==> src/rtl/pulse_readback.sv <==
// -----------------------------------------------------------------------------
// pulse_readback
//
// Transmit-side companion to the pulse_control command receiver. On a request
// it snapshots the active pulse parameter set and sends it to the host as a
// fixed 15-byte 8N1 UART frame. Host software uses the frame to confirm what
// the pulse generator is actually running.
//
// Frame layout (byte 0 first, each byte LSB first):
//   HDR_BYTE, per[31:24], per[23:16], per[15:8], per[7:0],
//   p1wid[15:8], p1wid[7:0], del[15:8], del[7:0], p2wid[15:8], p2wid[7:0],
//   cp, {1'b0,pr_att}, {1'b0,po_att}, CHK
//   CHK is the XOR of the 13 payload bytes (the header is not included).
//
// Ports:
//   clk       in   clk_uart domain clock, rising edge
//   resetn    in   asynchronous active-low reset
//   req       in   readback request, level-sampled while idle
//   per       in   [31:0] pulse period
//   p1wid     in   [15:0] pulse 1 width
//   del       in   [15:0] pulse 1 -> pulse 2 delay
//   p2wid     in   [15:0] pulse 2 width
//   cp        in   [7:0]  CPMG count
//   pr_att    in   [6:0]  pre-attenuator value
//   po_att    in   [6:0]  post-attenuator value
//   RS232_Tx  out  UART serial output, idle high, driven from a flop
//   busy      out  high while a frame is in progress
//   done      out  one-cycle pulse when the final stop bit completes
// -----------------------------------------------------------------------------
module pulse_readback #(
  parameter int          CLKS_PER_BIT = 104,
  parameter logic [7:0]  HDR_BYTE     = 8'hA5
) (
  input  logic        clk,
  input  logic        resetn,
  input  logic        req,
  input  logic [31:0] per,
  input  logic [15:0] p1wid,
  input  logic [15:0] del,
  input  logic [15:0] p2wid,
  input  logic [7:0]  cp,
  input  logic [6:0]  pr_att,
  input  logic [6:0]  po_att,
  output logic        RS232_Tx,
  output logic        busy,
  output logic        done
);

  localparam int             TW        = $clog2(CLKS_PER_BIT);
  localparam logic [TW-1:0]  TMAX      = TW'(CLKS_PER_BIT - 1);
  localparam logic [3:0]     LAST_BYTE = 4'd14;

  typedef enum logic [1:0] {
    IDLE  = 2'd0,
    START = 2'd1,
    DATA  = 2'd2,
    STOP  = 2'd3
  } state_t;

  state_t          state;
  logic [TW-1:0]   timer;
  logic [2:0]      bit_idx;
  logic [2:0]      next_bit;
  logic [3:0]      byte_idx;
  logic            tick;
  logic            accept;
  logic [7:0]      cur_byte;

  // Snapshot of the parameter set, captured on the accepting edge
  logic [31:0]     per_s;
  logic [15:0]     p1wid_s;
  logic [15:0]     del_s;
  logic [15:0]     p2wid_s;
  logic [7:0]      cp_s;
  logic [6:0]      pr_att_s;
  logic [6:0]      po_att_s;
  logic [7:0]      chk_s;

  // Checksum over the 13 payload bytes, computed from the live inputs so it
  // can be captured on the same edge as the rest of the snapshot.
  function automatic logic [7:0] payload_xor(
    input logic [31:0] f_per,
    input logic [15:0] f_p1wid,
    input logic [15:0] f_del,
    input logic [15:0] f_p2wid,
    input logic [7:0]  f_cp,
    input logic [6:0]  f_pr_att,
    input logic [6:0]  f_po_att
  );
    logic [7:0] x;
    x = f_per[31:24] ^ f_per[23:16] ^ f_per[15:8] ^ f_per[7:0];
    x = x ^ f_p1wid[15:8] ^ f_p1wid[7:0];
    x = x ^ f_del[15:8]   ^ f_del[7:0];
    x = x ^ f_p2wid[15:8] ^ f_p2wid[7:0];
    x = x ^ f_cp ^ {1'b0, f_pr_att} ^ {1'b0, f_po_att};
    return x;
  endfunction

  assign accept   = (state == IDLE) && req;
  assign tick     = (timer == TMAX);
  assign next_bit = bit_idx + 3'd1;

  // Byte selected for transmission by the current byte index
  always_comb begin
    cur_byte = HDR_BYTE;
    case (byte_idx)
      4'd0:    cur_byte = HDR_BYTE;
      4'd1:    cur_byte = per_s[31:24];
      4'd2:    cur_byte = per_s[23:16];
      4'd3:    cur_byte = per_s[15:8];
      4'd4:    cur_byte = per_s[7:0];
      4'd5:    cur_byte = p1wid_s[15:8];
      4'd6:    cur_byte = p1wid_s[7:0];
      4'd7:    cur_byte = del_s[15:8];
      4'd8:    cur_byte = del_s[7:0];
      4'd9:    cur_byte = p2wid_s[15:8];
      4'd10:   cur_byte = p2wid_s[7:0];
      4'd11:   cur_byte = cp_s;
      4'd12:   cur_byte = {1'b0, pr_att_s};
      4'd13:   cur_byte = {1'b0, po_att_s};
      4'd14:   cur_byte = chk_s;
      default: cur_byte = HDR_BYTE;
    endcase
  end

  // Snapshot registers: pure data, no reset needed; only loaded on accept
  always_ff @(posedge clk) begin
    if (accept) begin
      per_s    <= per;
      p1wid_s  <= p1wid;
      del_s    <= del;
      p2wid_s  <= p2wid;
      cp_s     <= cp;
      pr_att_s <= pr_att;
      po_att_s <= po_att;
      chk_s    <= payload_xor(per, p1wid, del, p2wid, cp, pr_att, po_att);
    end
  end

  // Transmit FSM. RS232_Tx is loaded with the value of the *next* bit on the
  // edge that ends the current one, so every bit is held for exactly
  // CLKS_PER_BIT cycles and bytes follow each other with no gap.
  always_ff @(posedge clk or negedge resetn) begin
    if (!resetn) begin
      state    <= IDLE;
      RS232_Tx <= 1'b1;
      busy     <= 1'b0;
      done     <= 1'b0;
      byte_idx <= 4'd0;
      bit_idx  <= 3'd0;
      timer    <= '0;
    end else begin
      done <= 1'b0;
      case (state)
        IDLE: begin
          RS232_Tx <= 1'b1;
          timer    <= '0;
          if (req) begin
            busy     <= 1'b1;
            byte_idx <= 4'd0;
            bit_idx  <= 3'd0;
            RS232_Tx <= 1'b0;
            state    <= START;
          end
        end

        START: begin
          if (tick) begin
            timer    <= '0;
            bit_idx  <= 3'd0;
            RS232_Tx <= cur_byte[0];
            state    <= DATA;
          end else begin
            timer <= timer + 1'b1;
          end
        end

        DATA: begin
          if (tick) begin
            timer <= '0;
            if (bit_idx == 3'd7) begin
              RS232_Tx <= 1'b1;
              state    <= STOP;
            end else begin
              bit_idx  <= next_bit;
              RS232_Tx <= cur_byte[next_bit];
            end
          end else begin
            timer <= timer + 1'b1;
          end
        end

        STOP: begin
          if (tick) begin
            timer <= '0;
            if (byte_idx != LAST_BYTE) begin
              byte_idx <= byte_idx + 4'd1;
              RS232_Tx <= 1'b0;
              state    <= START;
            end else begin
              // Last stop bit finished; a req still high now is only seen
              // on the next edge, once the FSM is back in IDLE.
              RS232_Tx <= 1'b1;
              done     <= 1'b1;
              busy     <= 1'b0;
              state    <= IDLE;
            end
          end else begin
            timer <= timer + 1'b1;
          end
        end

        default: begin
          RS232_Tx <= 1'b1;
          busy     <= 1'b0;
          timer    <= '0;
          state    <= IDLE;
        end
      endcase
    end
  end

endmodule
==> config.mk <==
export PLATFORM = sky130hd
export DESIGN_NAME = pulse_readback
export DESIGN_NICKNAME = d
export VERILOG_FILES = /design/src/rtl/pulse_readback.sv
export SDC_FILE = /design/constraint.sdc
export NUM_CORES = 1
export LEC_CHECK = 0
export ABC_AREA = 1
export CORE_ASPECT_RATIO = 0.7
export CORE_UTILIZATION = 50
export CTS_CLUSTER_DIAMETER = 50
export DETAILED_ROUTE_END_ITERATION = 8
export PLACE_DENSITY = 0.78
export SYNTH_ARGS = -nofsm -noshare
export SYNTH_HDL_FRONTEND = slang
export SYNTH_SLANG_ARGS = --single-unit
==> constraint.sdc <==
create_clock -name clk -period 9.5 [get_ports clk]
set_input_delay 2.375 -clock clk [delete_from_list [all_inputs] [get_ports clk]]
set_output_delay 2.375 -clock clk [all_outputs]
set_load 0.01 [all_outputs]
-- After elaboration in Yosys (flattened, before gate mapping)
Index checks and enable logic that the tools add are counted.
- reduce and logical (&&, ||, !) cells: 10
- $lt $le $gt $ge: 1
- equality and inequality tests: 28
- bitwise gates (word level): 12
- add/sub/neg operators: 3
- multiplexer cells: 34
- operators with widths (cell ; count):
    one-hot mux 8 bit (14 select lines) ; 1
    XOR 8 bit ; 10
    == test 4 bit, second input constant ; 7
    == test 4 x 3 -> 1 bit, second input constant ; 4
    inequality test 2 bit, second input constant ; 8
    XOR 8 x 7 -> 8 bit ; 2
    one-hot mux 7 bit (2 select lines) ; 1
    two-way mux 1 bit ; 13
    two-way mux 3 bit ; 4
    two-way mux 4 bit ; 3
    two-way mux 2 bit ; 5
    AND reduction 5 bit ; 2
    one-hot mux 3 bit (3 select lines) ; 1
    == test 4 x 2 -> 1 bit, second input constant ; 2
    one-hot mux 2 bit (4 select lines) ; 1
    one-hot mux 4 bit (2 select lines) ; 1
    AND reduction 4 bit ; 2
    adder 7 x 1 -> 7 bit, second input constant ; 1
    == test 7 bit, second input constant ; 1
    two-way mux 7 bit ; 1
    adder 4 x 1 -> 4 bit, second input constant ; 1
    == test 2 bit, second input constant ; 2
    == test 4 x 1 -> 1 bit, second input constant ; 1
    < comparator 3 x 4 -> 1 bit, second input constant ; 1
    13 further kinds ; 13
- flip-flop bits (word level): 129
- input port bits: 105
- output and inout port bits: 3
- logic and storage cells: 103

-- Logic depth before layout (Yosys ltp)
Gate-level depths: netlist of the first run.
- word-level depth: 12
- mapped depth: 18
- depth with buffers taken out: 18

-- Worst setup path after synthesis of the first run
No wires, ideal clock.
- path kind: input port to flip-flop
- from: input port req
- to: register byte_idx[2]
- library setup time: 249 ps
- arrival time: 4818 ps
- setup slack: 4433 ps
- required time: 9251 ps
- buffers on the path: 0
- cell stages on the path: 3
- cell sequence: nand2_1 -> inv_1 -> a211oi_1
- longest elaborated chain between the ends: 2
- RTL lines (item ; RTL line ; text):
    from (decl) ; 36 ; input logic req,
    inequality test 2 bit (no source line) ; n/a ;
    AND reduction 4 bit (no source line) ; n/a ;
    to (signal assigned) ; 197 ; byte_idx <= byte_idx + 4'd1;
    to (decl) ; 64 ; logic [3:0] byte_idx;
No other way between the ends.
A chain may end at the register's enable or synchronous reset.

-- Worst setup path in the final report of the first run
- from: input port req
- to: register per_s[0], enable pin
- longest elaborated chain between the ends: 1
- RTL lines (item ; RTL line ; text):
    logical AND 1 bit ; 99 ; assign accept = (state == IDLE) && req;
    net accept ; 66 ; logic accept;
    to (signal assigned) ; 129 ; per_s <= per;
    to (decl) ; 70 ; logic [31:0] per_s;
The timed path passes the listed nets, and every way through them passes these cells.

==> metrics, run 1 <==
global route overflow 0; Vert. Die Dim 98.3 um; Final Non-Filler Cells 927; Crit path largest cell delay 0.78 ns; synthesized flop and latch total 129; largest net degree at the start of global routing 79; total clock sinks 129; worst-margin pin slew 0.965 ns; Syn Inst Count 639; placer's final routability congestion estimate 0.857; worst hold path type reg2reg; antenna fix cells 0; Horiz. Die Dim 140 um; Synth Flop Type edfxtp_1; fillers 924; unrepaired setup endpoints after global routing no; Cell Rows 34; leading area contributor after synthesis edfxtp_1; GRT Overall Usage 0.236; first-pass GRT wire length 24.6 mm; Slowest cell on crit path buf_4; worst-path maximum fanout 78; DR vias 4,984; Syn Nets 756; critical path capture point type register; # setup viols final 0; Max Cap Viol 0; CP startpoint kind input port; Root Driver clkbuf_16; EDFF count, synth 110; layout cells sized above 1 0.0693; Final HPWL DP 10.6 mm; post-synth top area share 0.499; initial antenna violation count 0; Max Slew Vio Count 0; dpl cells 895; H-Tree Level Count 4; I/O Pins 108; CP Cell Sequence clkdlybuf4s50_1 > nand2_1 > inv_4 > buf_4; largest cells by area after synthesis edfxtp_1, xnor2_1, nand2_1, dfrtp_1, nand3_1; clock skew 0.00787 ns; CP bufs+invs 3; placeable core area 12,700 sq um; # port buffers 107; DR vias/cell 5.38; DRC 0; WP data arrival 4.21 ns; Crit path max-delay family buffers and inverters; total negative slack 0 ns; Resized Gates After CTS 0; maximum VDD drop 0.106 mV; vias in the first global route 4,938; status finished clean; f_max 0.240 GHz; die area 13,700 sq um; Final ANT Viol Nets 0; final core occ 0.661; Hold Buf Count CTS 0; relative slew slack 0.357; Leakage 3.31 nW; Post-Synthesis Cell Area 6630 sq um; cell with the most instances after synthesis nand2_1; final worst path period share 0.439; CTS tree yes; final hold vios 0; worst-case clock buffer depth 2; wire per inst 16.4 um; Pwr Density 167 nW/um^2; Synth cell types 32; Post-CTS Repair Setup Buffers 0; warnings from Yosys 0; Post-synth top cells nand2_1, edfxtp_1, nand3_1, xnor2_1, inv_1; router iterations before antenna repair 6; Placement Setup Slack 4.93 ns; final layout net count 869; Final Critical Period 4.17 ns; CP required 9.54 ns; Seq. cell area 3780 sq um; Area growth, synth to finish 26.5%; fin worst setup slack 5.33 ns; total CTS buffers 17; Multi-input gate area 2450 sq um; clock slew at reported path FFs 0.06 ns; initial core utilization 0.523; Setup Crit Path Kind in2reg; Mapped Avg Cell Area 10.4 sq um; Post-Route WL 15.2 mm; Post-synth ARST share 0.147; DRT iter0 DRCs 465; later-pin clock latency in the skew report 0.42 ns; sequential element share of the synthesized area 0.571; total power 1.40 mW
through the flow:
stage          cell area, sq um  hold WS [ns]
3_5_place_dp               7800         0.457
3_3_place_gp               7800         0.446
2_1_floorplan              6630         0.433
5_1_grt                    8380         0.506
6_report                   8380         0.462
4_1_cts                    8380         0.464
worst reg2reg max path, delay by kind of cell, from the launching register on:
family	cells	cell delay, ns
adder cells (fa/ha/maj)	1	0.73
buffers and inverters	2	0.39
flip-flops	1	0.43
AND/OR/NAND/NOR	13	1.08
metal layers:
layer / GRT usage / share of wire / vias up
li1: - / - / 2354
met1: 0.309 / 0.43 / 2356
met2: 0.393 / 0.48 / 253
met3: 0.0500 / 0.079 / 21
met4: 0.0811 / 0.012 / 0
met5: 0 / 0 / -
logic make-up (layout without fill, tap and decap cells):
| group | Yosys count | count (layout) | synth area share |
|---|---|---|---|
| AO/OA/AOI/OAI | 25 | 25 | 0.0198 |
| buffers and inverters | 86 | 212 | 0.0597 |
| flip-flops | 129 | 129 | 0.571 |
| adder cells (fa/ha/maj) | 12 | 12 | 0.0227 |
| AND/OR/NAND/NOR | 292 | 292 | 0.202 |
| XOR/XNOR | 95 | 95 | 0.126 |
registers in the layout (all words and copies together) (netlist names), 4 cells and up:
name,cells
p1wid_s,16
cp_s,8
p2wid_s,16
byte_idx,4
po_att_s,7
chk_s,8
per_s,32
pr_att_s,7
timer,7
del_s,16
power breakdown:
| part | switching (mW) | internal, mW |
|---|---|---|
| Clock | 0.250 | 0.388 |
| Sequential | 0 | 0.622 |
| Combinational | 0.0530 | 0.0842 |
| Total | 0.303 | 1.09 |
final timing paths:
check,from,end,slack [ns],depth (start not counted)
min in group asynchronous,resetn,done,2.45,1
worst min-delay path,RS232_Tx,RS232_Tx,0.46,2
worst max register to register,byte_idx[0],RS232_Tx,6.81,16
max in group asynchronous,resetn,busy,6.51,1
worst max-delay path,req,per_s[0],5.33,4
worst min register to register,RS232_Tx,RS232_Tx,0.46,2
area by class of cell:
class | instances | area share
Sequential cell | 129 | 0.451
Multi-Input combinational cell | 424 | 0.292
Timing Repair Buffer | 111 | 0.131
Clock buffer | 17 | 0.0507
Inverter | 69 | 0.0318
Tap cell | 162 | 0.0242
Clock inverter | 15 | 0.0188
cells in the final DEF, fill, tap and decap left out, types with 2 or more instances in the layout:
master           instances
a21oi_1                  7
buf_4                    4
bufinv_16                2
clkbuf_16               17
clkdlybuf4s50_1        107
clkinv_1                 4
clkinvlp_4               4
dfrtp_1                 18
edfxtp_1               110
ha_1                    12
inv_1                   61
inv_2                    3
inv_4                    3
inv_6                    4
nand2_1                123
nand3_1                 74
nand3_2                  4
nand3_4                  2
nand4_1                 19
nor2_1                  60
nor2_4                   4
nor3_1                   2
o21ai_0                 15
xnor2_1                 66
xor2_1                  29
Note: power is estimated with default switching activity, not from simulation.
==> run 2, diff against run 1 <==
CORE_UTILIZATION = 49   (was 50)
PLACE_DENSITY = 0.8   (was 0.78)
clock period = 3.5 ns   (was 9.5 ns; I/O delays follow)
==> metrics, run 2 (synthesis results as in run 1) <==
status finished clean; clock skew 0.00811 ns (+0.000247 ns); # setup viols final 0 (unchanged); Leakage 3.32 nW (+0.15%); placeable core area 13,200 sq um (+4.0%); clock share of power 0.452 (-0.005); worst hold path type reg2reg; initial core utilization 0.503 (-0.0200); global route overflow 0 (unchanged); Placement Setup Slack 1.07 ns (-3.86 ns); final hold vios 0 (unchanged); die area 14,000 sq um (+2.0%); DR vias/cell 5.26 (-2.3%); commonest non-fill, non-tap cell in the layout nand2_1; Top reg by flops per_s; post-route cell area 8430 sq um (+0.61%); clock slew at reported path FFs 0.06 ns (about the same); WP data arrival 2.76 ns (-1.45 ns); maximum VDD drop 0.340 mV (+220%); initial antenna violation count 0 (unchanged); Final ANT Viol Nets 0 (unchanged); vias in the first global route 5,044 (+2.1%); Final Critical Period 2.40 ns; DR vias 5,003 (+0.38%); relative slew slack 0.378 (+0.0213); Vert. Die Dim 99.3 um (+1.0%); combinational fraction of design power 0.102 (+0.004); total power 3.78 mW (+170%); DRT iter0 DRCs 616 (+32%); GRT Overall Usage 0.243 (+0.00662); switching power 0.823 mW (+170%); wire per inst 16.9 um (+3.0%); Resized Gates After CTS 0 (unchanged); later-pin clock latency in the skew report 0.42 ns (about the same); first-pass GRT wire length 25.4 mm (+3.5%); DRC 0 (unchanged); Final HPWL DP 11.4 mm (+7.6%); critical path capture point type register; DP Area 7870 sq um (+0.83%); Cell Rows 35 (+2.9%); largest net degree at the start of global routing 73 (-7.6%); Root Driver clkbuf_16; Max Cap Viol 0 (unchanged); Horiz. Die Dim 141 um (+1.0%); Post-Route WL 16.1 mm (+5.8%); total CTS buffers 17 (unchanged); # port buffers 107 (unchanged); Max Slew Vio Count 0 (unchanged); placer's final routability congestion estimate 0.912 (+6.4%); Post-CTS Repair Setup Buffers 0 (unchanged); total clock sinks 129 (unchanged); CTS tree yes; CP required 3.87 ns (-5.67 ns); worst-case clock buffer depth 2 (unchanged); Hold Worst Slack 0.463 ns (+0.000322 ns); commonest non-fill, non-tap cells in the layout nand2_1, edfxtp_1, clkdlybuf4s50_1; worst-path maximum fanout 26 (-67%); worst hold path depth 1 (-1); H-Tree Level Count 4 (unchanged); Seq pwr share 0.447 (+0.002); Pwr Density 448 nW/um^2 (+170%); Int Power 2.95 mW (+170%); antenna fix cells 0 (unchanged); max FFs per register 32 (unchanged); I/O Pins 108 (unchanged); Register-to-Register Path Depth 15 (-1); Area growth, synth to finish 27.3%; Hold Buf Count CTS 0 (unchanged); fin worst setup slack 1.10 ns (-4.23 ns); Switching Fraction 0.218 (+0.000801); CP startpoint kind register; f_max 0.417 GHz; unrepaired setup endpoints after global routing no; Setup Crit Path Kind reg2reg; layout cells sized above 1 0.0730 (+0.00373); final worst path period share 0.685; router iterations before antenna repair 5 (-1); final layout net count 872 (+0.35%); worst-margin pin slew 0.930 ns (-0.0349 ns); total negative slack 0 ns (unchanged)
## run 2: cell types whose count changed in the layout (fill, tap and decap cells not counted)
cell / before / now
inv_6: 4 / 0
clkinv_4: 1 / 4
buf_4: 4 / 6
clkinv_2: 1 / 3
buf_12: 0 / 1
clkinv_1: 4 / 3
clkinvlp_4: 4 / 5
inv_4: 3 / 2
inv_8: 1 / 0
## run 2: final cells by class
cell class / count / area (sq um)
Multi-Input combinational cell: 424 / 2450
Clock inverter: 14 / 144
Inverter: 69 / 268
Sequential cell: 129 / 3780
Fill cell: 999 / 4750
Tap cell: 185 / 231
Timing Repair Buffer: 114 / 1140
Clock buffer: 17 / 425
## run 2: metal layers
metal / up-vias / GRT usage / wire length, um
met5: - / 0 / 0
met4: 0 / 0.0995 / 373
met3: 36 / 0.0660 / 1610
met2: 264 / 0.390 / 7510
met1: 2345 / 0.313 / 6630
li1: 2358 / - / -
## run 2: critical path, stage by stage (launching register included)
cell and delay, ns:
dfrtp_1 0.68, nor2_4 0.64, nand3_1 0.21, nand2_1 0.12
inv_1 0.05, nand2_1 0.05, nor2_1 0.05, nand2_1 0.07
nand3_1 0.07, nand2_1 0.07, clkinv_1 0.05, nand2_1 0.06
nand3_1 0.06, nand2_1 0.07, nand2_1 0.04, nand2_1 0.05
## run 2: final timing paths
kind / startpoint / endpoint / slack, ns
worst max-delay path: byte_idx[3] / RS232_Tx / 1.10
worst min-delay path: timer[0] / timer[0] / 0.46
worst max register to register: byte_idx[3] / RS232_Tx / 1.10
worst min register to register: timer[0] / timer[0] / 0.46
max in group asynchronous: resetn / busy / 1.95
min in group asynchronous: resetn / timer[1] / 0.98
## run 2: power by group through the flow
| stage | Sequential (mW) | Clock [mW] | Combinational, mW |
|---|---|---|---|
| 2_1_floorplan | 1.72 | 0 | 0.197 |
| 3_3_place_gp | 1.72 | 0 | 0.374 |
| 3_5_place_dp | 1.72 | 0 | 0.386 |
| 4_1_cts | 1.69 | 1.72 | 0.389 |
| 5_1_grt | 1.69 | 1.78 | 0.412 |
| 6_report | 1.69 | 1.71 | 0.384 |
## run 2: through the flow
step,util,std cells
CTS,0.640,952
global placement,0.597,921
floorplan,-,639
finish,0.640,952
detailed placement,0.597,921
global route,0.640,952
